===== src/rtl/fport_telemetry_scheduler_if.sv =====
// Bundle between the FPort uplink scheduler, the telemetry sources and the inverted UART.
// master is the scheduler's view; slave is the environment (sources, UART, pin driver).
interface fport_telemetry_scheduler_if #(
  parameter int num_sources = 4
);
  logic                      slot_start;
  logic [num_sources-1:0]    tel_valid;
  logic [16*num_sources-1:0] tel_app_id;
  logic [32*num_sources-1:0] tel_data;
  logic [num_sources-1:0]    tel_ack;
  logic                      uart_send;
  logic [7:0]                uart_byte;
  logic                      uart_done;
  logic                      tx_enable;
  logic                      busy;
  logic                      slot_dropped;

  modport master (
    input  slot_start, tel_valid, tel_app_id, tel_data, uart_done,
    output tel_ack, uart_send, uart_byte, tx_enable, busy, slot_dropped
  );

  modport slave (
    output slot_start, tel_valid, tel_app_id, tel_data, uart_done,
    input  tel_ack, uart_send, uart_byte, tx_enable, busy, slot_dropped
  );
endinterface


===== src/rtl/fport_telemetry_scheduler.sv =====
// Round-robin FPort uplink scheduler: on each open slot it grants one telemetry source
// and streams a 10-byte checksummed frame into the UART while owning the line direction.
module fport_telemetry_scheduler #(
  parameter int num_sources = 4
) (
  input logic                          clock,
  input logic                          reset,
  fport_telemetry_scheduler_if.master  bus
);

  localparam int GW = $clog2(num_sources);

  typedef enum logic [2:0] {IDLE, GRANT, LOAD, SEND, WAIT_LOW, WAIT_HIGH, FINISH} state_e;

  state_e           state_q, state_d;
  logic [GW-1:0]    lastGrant_q, lastGrant_d;
  logic [15:0]      appId_q, appId_d;
  logic [31:0]      data_q, data_d;
  logic [7:0]       prim_q, prim_d;
  logic [7:0]       crc_q, crc_d;
  logic [7:0]       uartByte_q, uartByte_d;
  logic [3:0]       index_q, index_d;

  logic                   grantFound;
  logic [GW-1:0]          grantIdx;
  logic [15:0]            selAppId;
  logic [31:0]            selData;
  logic [7:0]             frameByte;
  logic [8:0]             sum9;
  logic [7:0]             crcNext;
  logic [num_sources-1:0] telAck;

  always_ff @(posedge clock) begin
    if (reset) begin
      state_q     <= IDLE;
      lastGrant_q <= GW'(num_sources - 1);
      appId_q     <= '0;
      data_q      <= '0;
      prim_q      <= '0;
      crc_q       <= '0;
      uartByte_q  <= '0;
      index_q     <= '0;
    end else begin
      state_q     <= state_d;
      lastGrant_q <= lastGrant_d;
      appId_q     <= appId_d;
      data_q      <= data_d;
      prim_q      <= prim_d;
      crc_q       <= crc_d;
      uartByte_q  <= uartByte_d;
      index_q     <= index_d;
    end
  end

  // Sources above the last grant win first; the second pass covers the wrap-around.
  always_comb begin
    grantFound = 1'b0;
    grantIdx   = '0;
    for (int i = 0; i < num_sources; i++) begin
      if (!grantFound && bus.tel_valid[i] && (GW'(i) > lastGrant_q)) begin
        grantFound = 1'b1;
        grantIdx   = GW'(i);
      end
    end
    for (int i = 0; i < num_sources; i++) begin
      if (!grantFound && bus.tel_valid[i] && (GW'(i) <= lastGrant_q)) begin
        grantFound = 1'b1;
        grantIdx   = GW'(i);
      end
    end
  end

  always_comb begin
    selAppId = '0;
    selData  = '0;
    for (int i = 0; i < num_sources; i++) begin
      if (grantIdx == GW'(i)) begin
        selAppId = bus.tel_app_id[16*i +: 16];
        selData  = bus.tel_data[32*i +: 32];
      end
    end
  end

  always_comb begin
    case (index_q)
      4'd0:    frameByte = 8'h08;
      4'd1:    frameByte = 8'h81;
      4'd2:    frameByte = prim_q;
      4'd3:    frameByte = appId_q[7:0];
      4'd4:    frameByte = appId_q[15:8];
      4'd5:    frameByte = data_q[7:0];
      4'd6:    frameByte = data_q[15:8];
      4'd7:    frameByte = data_q[23:16];
      4'd8:    frameByte = data_q[31:24];
      default: frameByte = 8'hFF - crc_q;
    endcase
  end

  // End-around carry folds bit 8 of the sum back into the low byte.
  assign sum9    = {1'b0, crc_q} + {1'b0, uartByte_q};
  assign crcNext = sum9[7:0] + {7'b0, sum9[8]};

  always_comb begin
    state_d     = state_q;
    lastGrant_d = lastGrant_q;
    appId_d     = appId_q;
    data_d      = data_q;
    prim_d      = prim_q;
    crc_d       = crc_q;
    uartByte_d  = uartByte_q;
    index_d     = index_q;
    case (state_q)
      IDLE: begin
        if (bus.slot_start) state_d = GRANT;
      end
      GRANT: begin
        crc_d   = '0;
        index_d = '0;
        if (grantFound) begin
          appId_d     = selAppId;
          data_d      = selData;
          prim_d      = 8'h10;
          lastGrant_d = grantIdx;
        end else begin
          appId_d = '0;
          data_d  = '0;
          prim_d  = 8'h00;
        end
        state_d = LOAD;
      end
      LOAD: begin
        uartByte_d = frameByte;
        state_d    = SEND;
      end
      SEND: begin
        if (index_q != 4'd9) crc_d = crcNext;
        state_d = WAIT_LOW;
      end
      WAIT_LOW: begin
        if (!bus.uart_done) state_d = WAIT_HIGH;
      end
      WAIT_HIGH: begin
        if (bus.uart_done) begin
          if (index_q != 4'd9) begin
            index_d = index_q + 4'd1;
            state_d = LOAD;
          end else begin
            state_d = FINISH;
          end
        end
      end
      FINISH: begin
        state_d = IDLE;
      end
      default: begin
        state_d = IDLE;
      end
    endcase
  end

  always_comb begin
    telAck = '0;
    for (int i = 0; i < num_sources; i++) begin
      telAck[i] = (state_q == GRANT) && grantFound && (grantIdx == GW'(i));
    end
  end

  assign bus.tel_ack      = telAck;
  assign bus.uart_send    = (state_q == SEND);
  assign bus.uart_byte    = uartByte_q;
  assign bus.tx_enable    = (state_q == LOAD) || (state_q == SEND) ||
                            (state_q == WAIT_LOW) || (state_q == WAIT_HIGH);
  assign bus.busy         = (state_q != IDLE);
  assign bus.slot_dropped = bus.slot_start && (state_q != IDLE);

endmodule

===== src/flat_wrapper.sv =====
// flat-port wrapper written by rule: the top's interface ports become plain ports
module fport_telemetry_scheduler_flat 
#(
  parameter int num_sources = 4
)
  (clock, reset, bus_slot_start, bus_tel_valid, bus_tel_app_id, bus_tel_data, bus_uart_done, bus_tel_ack, bus_uart_send, bus_uart_byte, bus_tx_enable, bus_busy, bus_slot_dropped);
  fport_telemetry_scheduler_if #(.num_sources(num_sources)) bus_i ();
  input logic clock;
  input logic reset;
  input wire logic [$bits(bus_i.slot_start)-1:0] bus_slot_start;
  input wire logic [$bits(bus_i.tel_valid)-1:0] bus_tel_valid;
  input wire logic [$bits(bus_i.tel_app_id)-1:0] bus_tel_app_id;
  input wire logic [$bits(bus_i.tel_data)-1:0] bus_tel_data;
  input wire logic [$bits(bus_i.uart_done)-1:0] bus_uart_done;
  output wire logic [$bits(bus_i.tel_ack)-1:0] bus_tel_ack;
  output wire logic [$bits(bus_i.uart_send)-1:0] bus_uart_send;
  output wire logic [$bits(bus_i.uart_byte)-1:0] bus_uart_byte;
  output wire logic [$bits(bus_i.tx_enable)-1:0] bus_tx_enable;
  output wire logic [$bits(bus_i.busy)-1:0] bus_busy;
  output wire logic [$bits(bus_i.slot_dropped)-1:0] bus_slot_dropped;
  assign bus_i.slot_start = bus_slot_start;
  assign bus_i.tel_valid = bus_tel_valid;
  assign bus_i.tel_app_id = bus_tel_app_id;
  assign bus_i.tel_data = bus_tel_data;
  assign bus_i.uart_done = bus_uart_done;
  assign bus_tel_ack = bus_i.tel_ack;
  assign bus_uart_send = bus_i.uart_send;
  assign bus_uart_byte = bus_i.uart_byte;
  assign bus_tx_enable = bus_i.tx_enable;
  assign bus_busy = bus_i.busy;
  assign bus_slot_dropped = bus_i.slot_dropped;
  fport_telemetry_scheduler #(.num_sources(num_sources)) u_core (.clock(clock), .reset(reset), .bus(bus_i));
endmodule

===== config.mk =====
export PLATFORM = sky130hd
export DESIGN_NAME = fport_telemetry_scheduler_flat
export DESIGN_NICKNAME = d
export VERILOG_FILES = /design/src/rtl/fport_telemetry_scheduler_if.sv /design/src/rtl/fport_telemetry_scheduler.sv /design/src/flat_wrapper.sv
export SDC_FILE = /design/constraint.sdc
export NUM_CORES = 1
export LEC_CHECK = 0
export ABC_AREA = 0
export BUFFER_PORTS_ARGS = -buffer_cell sky130_fd_sc_hd__buf_2
export CAP_MARGIN = 20
export CELL_PAD_IN_SITES_DETAIL_PLACEMENT = 1
export CELL_PAD_IN_SITES_GLOBAL_PLACEMENT = 1
export CORE_UTILIZATION = 30
export CTS_BUF_LIST = sky130_fd_sc_hd__clkbuf_16
export DETAILED_ROUTE_END_ITERATION = 6
export GPL_TIMING_DRIVEN = 1
export MAX_ROUTING_LAYER = met4
export PLACE_DENSITY = 0.78
export SLEW_MARGIN = 20
export SYNTH_ARGS = -nofsm -noshare
export SYNTH_HDL_FRONTEND = slang
export SYNTH_SLANG_ARGS = --single-unit

===== constraint.sdc =====
create_clock -name clock -period 4.35 [get_ports clock]
set_clock_uncertainty 0.2 [all_clocks]
set_input_delay 0.87 -clock clock [delete_from_list [all_inputs] [get_ports clock]]
set_output_delay 0.87 -clock clock [all_outputs]
set_load 0.02 [all_outputs]

# After elaboration in Yosys (flattened, before gate mapping)
# Index checks and enable logic that the tools add are counted.
# Widths: inputs -> output; s select.
# totals
register_bits	81
latchBits	0
mem_bits_rw	0
romBits	0
inputBits	200
out_inout_bits	16
elab_cells	120
mem_count	0
# op_classes
n_addsub	4
mul	0
n_div	0
magnitude_cmp	8
n_eq_ne	22
shifts	0
n_mux	37
bitwise_logic	0
reduce_logical	41
# ops
op	count
$mux 32	5
$mux 16	5
$pmux 8 s9	1
$logic_and 1x1->1	21
$pmux 3 s6	1
$eq 4x3->1 const B	4
$pmux 8 s2	1
$mux 2	6
$mux 3	4
$add 8x8->9	1
$mux 1	9
$add 8x1->8	1
$eq 4x2->1 const B	2
$mux 4	2
$mux 8	1
$pmux 4 s2	1
$sub 8x8->8 const A	1
$logic_not 1->1	7
$eq 3x2->1 const B	2
$eq 3x3->1 const B	2
$ne 2x2->1 const B	3
$reduce_and 3->1	2
$mux 5	1
$add 4x1->4 const B	1
18 further kinds	28

# Logic depth before layout (Yosys ltp)
# depth
depth_word	37
depth_mapped	14
ltp_nobuf	14

# Least setup slack after synthesis
# Ideal clock, no wire load.
# synth_timing
kind	in2out
from	input port bus_tel_valid[3]
to	output port bus_tel_ack[0]
arrival_ns	2.411
required_ns	3.280
path_slack_ns	0.869
path_stages	7
n_path_buf	2
path_cell_list	buf_2 > o21ai_1 > nand2_1 > o211ai_1 > clkbuf_1 > nand2b_1 > a311oi_1
# synth_via
elab_chain_cells	21
elab_cells_between_ends	27
cone_classes	10 x mux; 17 x reduce/logical
# synth_rtl
item	line_no	rtl
from (decl)	flat_wrapper.sv:11	input wire logic [$bits(bus_i.tel_valid)-1:0] bus_tel_valid;
$logic_and 1x1->1 (2 in a row)	fport_telemetry_scheduler.sv:60	if (!grantFound && bus.tel_valid[i] && (GW'(i) > lastGrant_q)) begin
$mux 1	fport_telemetry_scheduler.sv:60	
$logic_not 1->1	fport_telemetry_scheduler.sv:66	if (!grantFound && bus.tel_valid[i] && (GW'(i) <= lastGrant_q)) begin
$logic_and 1x1->1 (2 in a row)	fport_telemetry_scheduler.sv:66	
$mux 1	fport_telemetry_scheduler.sv:66	
$logic_not 1->1	fport_telemetry_scheduler.sv:66	
$logic_and 1x1->1 (2 in a row)	fport_telemetry_scheduler.sv:66	
$mux 1	fport_telemetry_scheduler.sv:66	
$logic_not 1->1	fport_telemetry_scheduler.sv:66	
$logic_and 1x1->1 (2 in a row)	fport_telemetry_scheduler.sv:66	
$mux 1	fport_telemetry_scheduler.sv:66	
$logic_not 1->1	fport_telemetry_scheduler.sv:66	
$logic_and 1x1->1 (2 in a row)	fport_telemetry_scheduler.sv:66	
$mux 2 or $mux 1 (tied branches)	fport_telemetry_scheduler.sv:66	
$logic_not 2->1 or $logic_and 1x1->1 (tied branches)	fport_telemetry_scheduler.sv:164	telAck[i] = (state_q == GRANT) && grantFound && (grantIdx == GW'(i));
$logic_and 1x1->1 (*)	fport_telemetry_scheduler.sv:164	
to (decl)	flat_wrapper.sv:15	output wire logic [$bits(bus_i.tel_ack)-1:0] bus_tel_ack;
# Every way passes the cells marked *; elsewhere a longest branch is shown, timed or not.

# Worst setup path in the final report
# layout_timing
from	register u_core.uartByte_q[0] (netlist: u_core.bus.uart_byte[0])
to	register u_core.crc_q[6]
# layout_via
elab_chain_cells	4
# layout_rtl
item	line_no	rtl
from (decl)	fport_telemetry_scheduler.sv:21	logic [7:0] uartByte_q, uartByte_d;
from (signal assigned)	fport_telemetry_scheduler.sv:50	uartByte_q <= uartByte_d;
$add 8x8->9	fport_telemetry_scheduler.sv:100	assign sum9 = {1'b0, crc_q} + {1'b0, uartByte_q};
$add 8x1->8	fport_telemetry_scheduler.sv:101	assign crcNext = sum9[7:0] + {7'b0, sum9[8]};
$mux 8	fport_telemetry_scheduler.sv:136	if (index_q != 4'd9) crc_d = crcNext;
$pmux 8 s2	fport_telemetry_scheduler.sv:112	case (state_q)
to (signal assigned)	fport_telemetry_scheduler.sv:49	crc_q <= crc_d;
to (decl)	fport_telemetry_scheduler.sv:20	logic [7:0] crc_q, crc_d;
# No other way between the ends. The select of a mux whose other input is x is not followed.
# A chain may end at the register's enable or synchronous reset.

==> results.md <==
- Hold depth: 1
- DRC violations left: 0
- Crit path time final: 3560 ps
- Worst-path maximum fanout: 4
- Area occupied by registers: 1480 um^2
- Synth cell types: 60
- Max Slew Vio Count: 0
- Dominant cell by count in the synthesized netlist: nor2_1
- Avg Vias per Cell: 5.66
- Total global-route track usage: 23.4%
- Worst hold path class: flop to flop
- Largest net degree at the start of global routing: 83
- Ports: 216
- Die area: 17200 um^2
- First drt pass iteration count: 6
- Top cell type's share of synthesized area: 29.7%
- Post-route setup TNS: 0 ps
- Synth Area per Inst: 7.89 um^2
- Maximum VDD drop: 0.000195 V
- Switching pwr: 1.50 mW
- Fillcell total: 1981
- Combinational Power Share: 46.0%
- Critical Path Start Type: flop
- Max-cap violations: 0
- Power share of the clock group: 24.1%
- WP data required: 4400 ps
- Hold WS: 272 ps
- Vias in the first global route: 5667
- PD cells: 548 nW/um^2
- Overall routed net length: 19400 um
- Clock Sinks: 74
- Max H-tree Level: 3
- Final GP Congestion: 0.873
- CTS Hold Bufs: 0
- Most used cell along the critical path: ha_1
- Nets@finish: 1018
- Yosys warning count: 0
- Slowest-stage cell, CP: fa_1
- Critical Path End Type: flop
- Final WS setup: 792 ps
- IO buf count: 215
- Final HPWL DP: 14400 um
- Slew headroom: 38.0%
- Reg power frac: 29.9%
- Synth cell count leaders: 92 x nor2_1, 74 x dfxtp_1, 53 x o22ai_1
- Die Width: 131 um
- Post-synth top flop: dfxtp_1
- Core area: 16100 um^2
- Register-to-Register Path Depth: 14
- Die height: 131 um
- Multi-input logic area: 3260 um^2
- RSZ-0062 raised after global routing: no
- First-pass GRT wire length: 29900 um
- Internal: 2.08 mW
- Hold Violations, Final: 0
- Leak: 2.74 nW
- Critical Path AT: 3610 ps
- Slew @ Worst Pin: 927 ps
- Final cell area excluding filler cells: 6540 um^2
- Post-synthesis sequential area ratio: 29.7%
- DP Area: 6200 um^2
- Final period utilization: 81.8%
- Initial Util: 31.1%
- Critical path type: flop to flop
- Via count: 5780
- Dominant cells by area after synthesis: dfxtp_1 30%, a32o_1 9.8%, a22oi_1 7.7%, nor2_1 6.9%, o22ai_1 6.6%
- Initial antenna violation count: 0
- DR WL/cell: 18.9 um
- Synthesized Nets: 849
- Sw frac: 41.9%
- Setup repair bufs after CTS: 0
- Crit-path cells: ha_1 -> fa_1 -> a211oi_2 -> nor2_1 -> o311a_1 -> o21ai_0 -> nand2b_1 -> ha_1 -> ha_1 -> nand2_1 -> nor3_1 -> a311oi_1 -> nor2b_1 -> o31ai_1
- Antenna viol nets, final: 0
- Setup slack, reg-to-reg: 790 ps
- Grt total ovfl: 0
- Layout cells sized above 1: 31.1%
- Asr flop ratio synth: 0%
- Worst path max stage delay: 450 ps
- Pre-CTS WS: 849 ps
- CTS tree: done
- CTS Buffer Depth: 2
- Syn Inst Count: 633
- Synthesis-to-layout area growth: 31.1%
- Post-synth EDFFs: 0
- FF+latch count, synth: 74
- Largest area contributor in the netlist: dfxtp_1
- Post_cts resized: 0
- Clock Latency Late Sink: 340 ps
- CTS buffer count: 9
- Site Rows: 46
- Status: finished clean
- DRT iter0 DRCs: 335
- Clock slew at reported path FFs: 60 ps
- Mapped Area: 4990 um^2
- Final Setup Violations: 0
- Maximum clock rate: 281 MHz
- Root Buffer: clkbuf_16
- # diodes: 0
==> state kept, by name, summed over array words and instances (netlist names) <==
signal / flops
u_core.data_q: 32
u_core.state_q: 3
u_core.bus.uart_byte: 8
u_core.index_q: 4
u_core.appId_q: 16
u_core.prim_q: 1
u_core.crc_q: 8
u_core.lastGrant_q: 2
==> worst paths after layout <==
| kind | start | endpoint |
|---|---|---|
| worst max-delay path | u_core.bus.uart_byte[0]$_SDFFE_PP0P_ | u_core.crc_q[6]$_SDFFE_PP0P_ |
| worst min-delay path | u_core.prim_q[4]$_SDFFE_PP0P_ | u_core.prim_q[4]$_SDFFE_PP0P_ |
| worst min register to register | u_core.prim_q[4]$_SDFFE_PP0P_ | u_core.prim_q[4]$_SDFFE_PP0P_ |
| worst max register to register | u_core.bus.uart_byte[0]$_SDFFE_PP0P_ | u_core.crc_q[6]$_SDFFE_PP0P_ |
==> critical path, delay by kind of cell (launching register included) <==
family / cells / cell delay [ps]
compound gates: 5 / 1370
fa+ha+maj: 4 / 1150
flops: 1 / 320
simple gates: 5 / 420
==> cell families after synthesis <==
logic type,Yosys count,synth area share [%]
flops,74,29.7
buf+inv,74,5.86
simple gates,219,21.3
compound gates,240,36.8
mux,1,0.201
xor+xnor,9,2.01
fa+ha+maj,16,4.16
==> through the flow <==
step / total power, mW / utilization (%) / instances
detailed placement: 2.73 / 38.6 / 1007
floorplan: 2.19 / - / 633
finish: 3.58 / 40.7 / 1022
global placement: 2.71 / 38.6 / 1007
global route: 3.82 / 40.7 / 1022
CTS: 3.60 / 40.7 / 1022
==> cell usage in the layout (no fill, tap or decap), drive strengths merged, types with 6 or more instances in the layout <==
master / n
ha: 15
buf: 225
nand3: 10
nor2: 92
a21oi: 16
dfxtp: 74
a211oi: 8
a22oi: 51
nor3: 17
o21ai: 17
o22ai: 53
nor2b: 6
clkbuf: 9
inv: 7
or3: 50
a32o: 49
nand2: 24
nand2b: 6
==> power by group through the flow <==
stage          Clock (mW)  Sequential [mW]  Combinational (mW)
6_report            0.863             1.07                1.65
5_1_grt             0.903             1.10                1.82
4_1_cts             0.880             1.07                1.65
3_5_place_dp            0             1.09                1.64
3_3_place_gp            0             1.08                1.63
2_1_floorplan           0            0.997                1.19
==> per-layer routing <==
metal / GRT usage [%] / part of all wire [%]
met4: 5.21 / 1.1
met2: 39.8 / 50
met1: 29.6 / 45
met5: - / 0
met3: 2.97 / 4.2
==> final cells by class <==
type / instances / area share [%]
timing repair buffer: 225 / 17.8
inverter: 7 / 0.402
clock inverter: 6 / 1.76
sequential: 74 / 22.6
tap: 216 / 4.13
clock buffer: 9 / 3.44
multi-input combinational: 485 / 49.8
No activity file was read; power rests on OpenSTA's default activity.
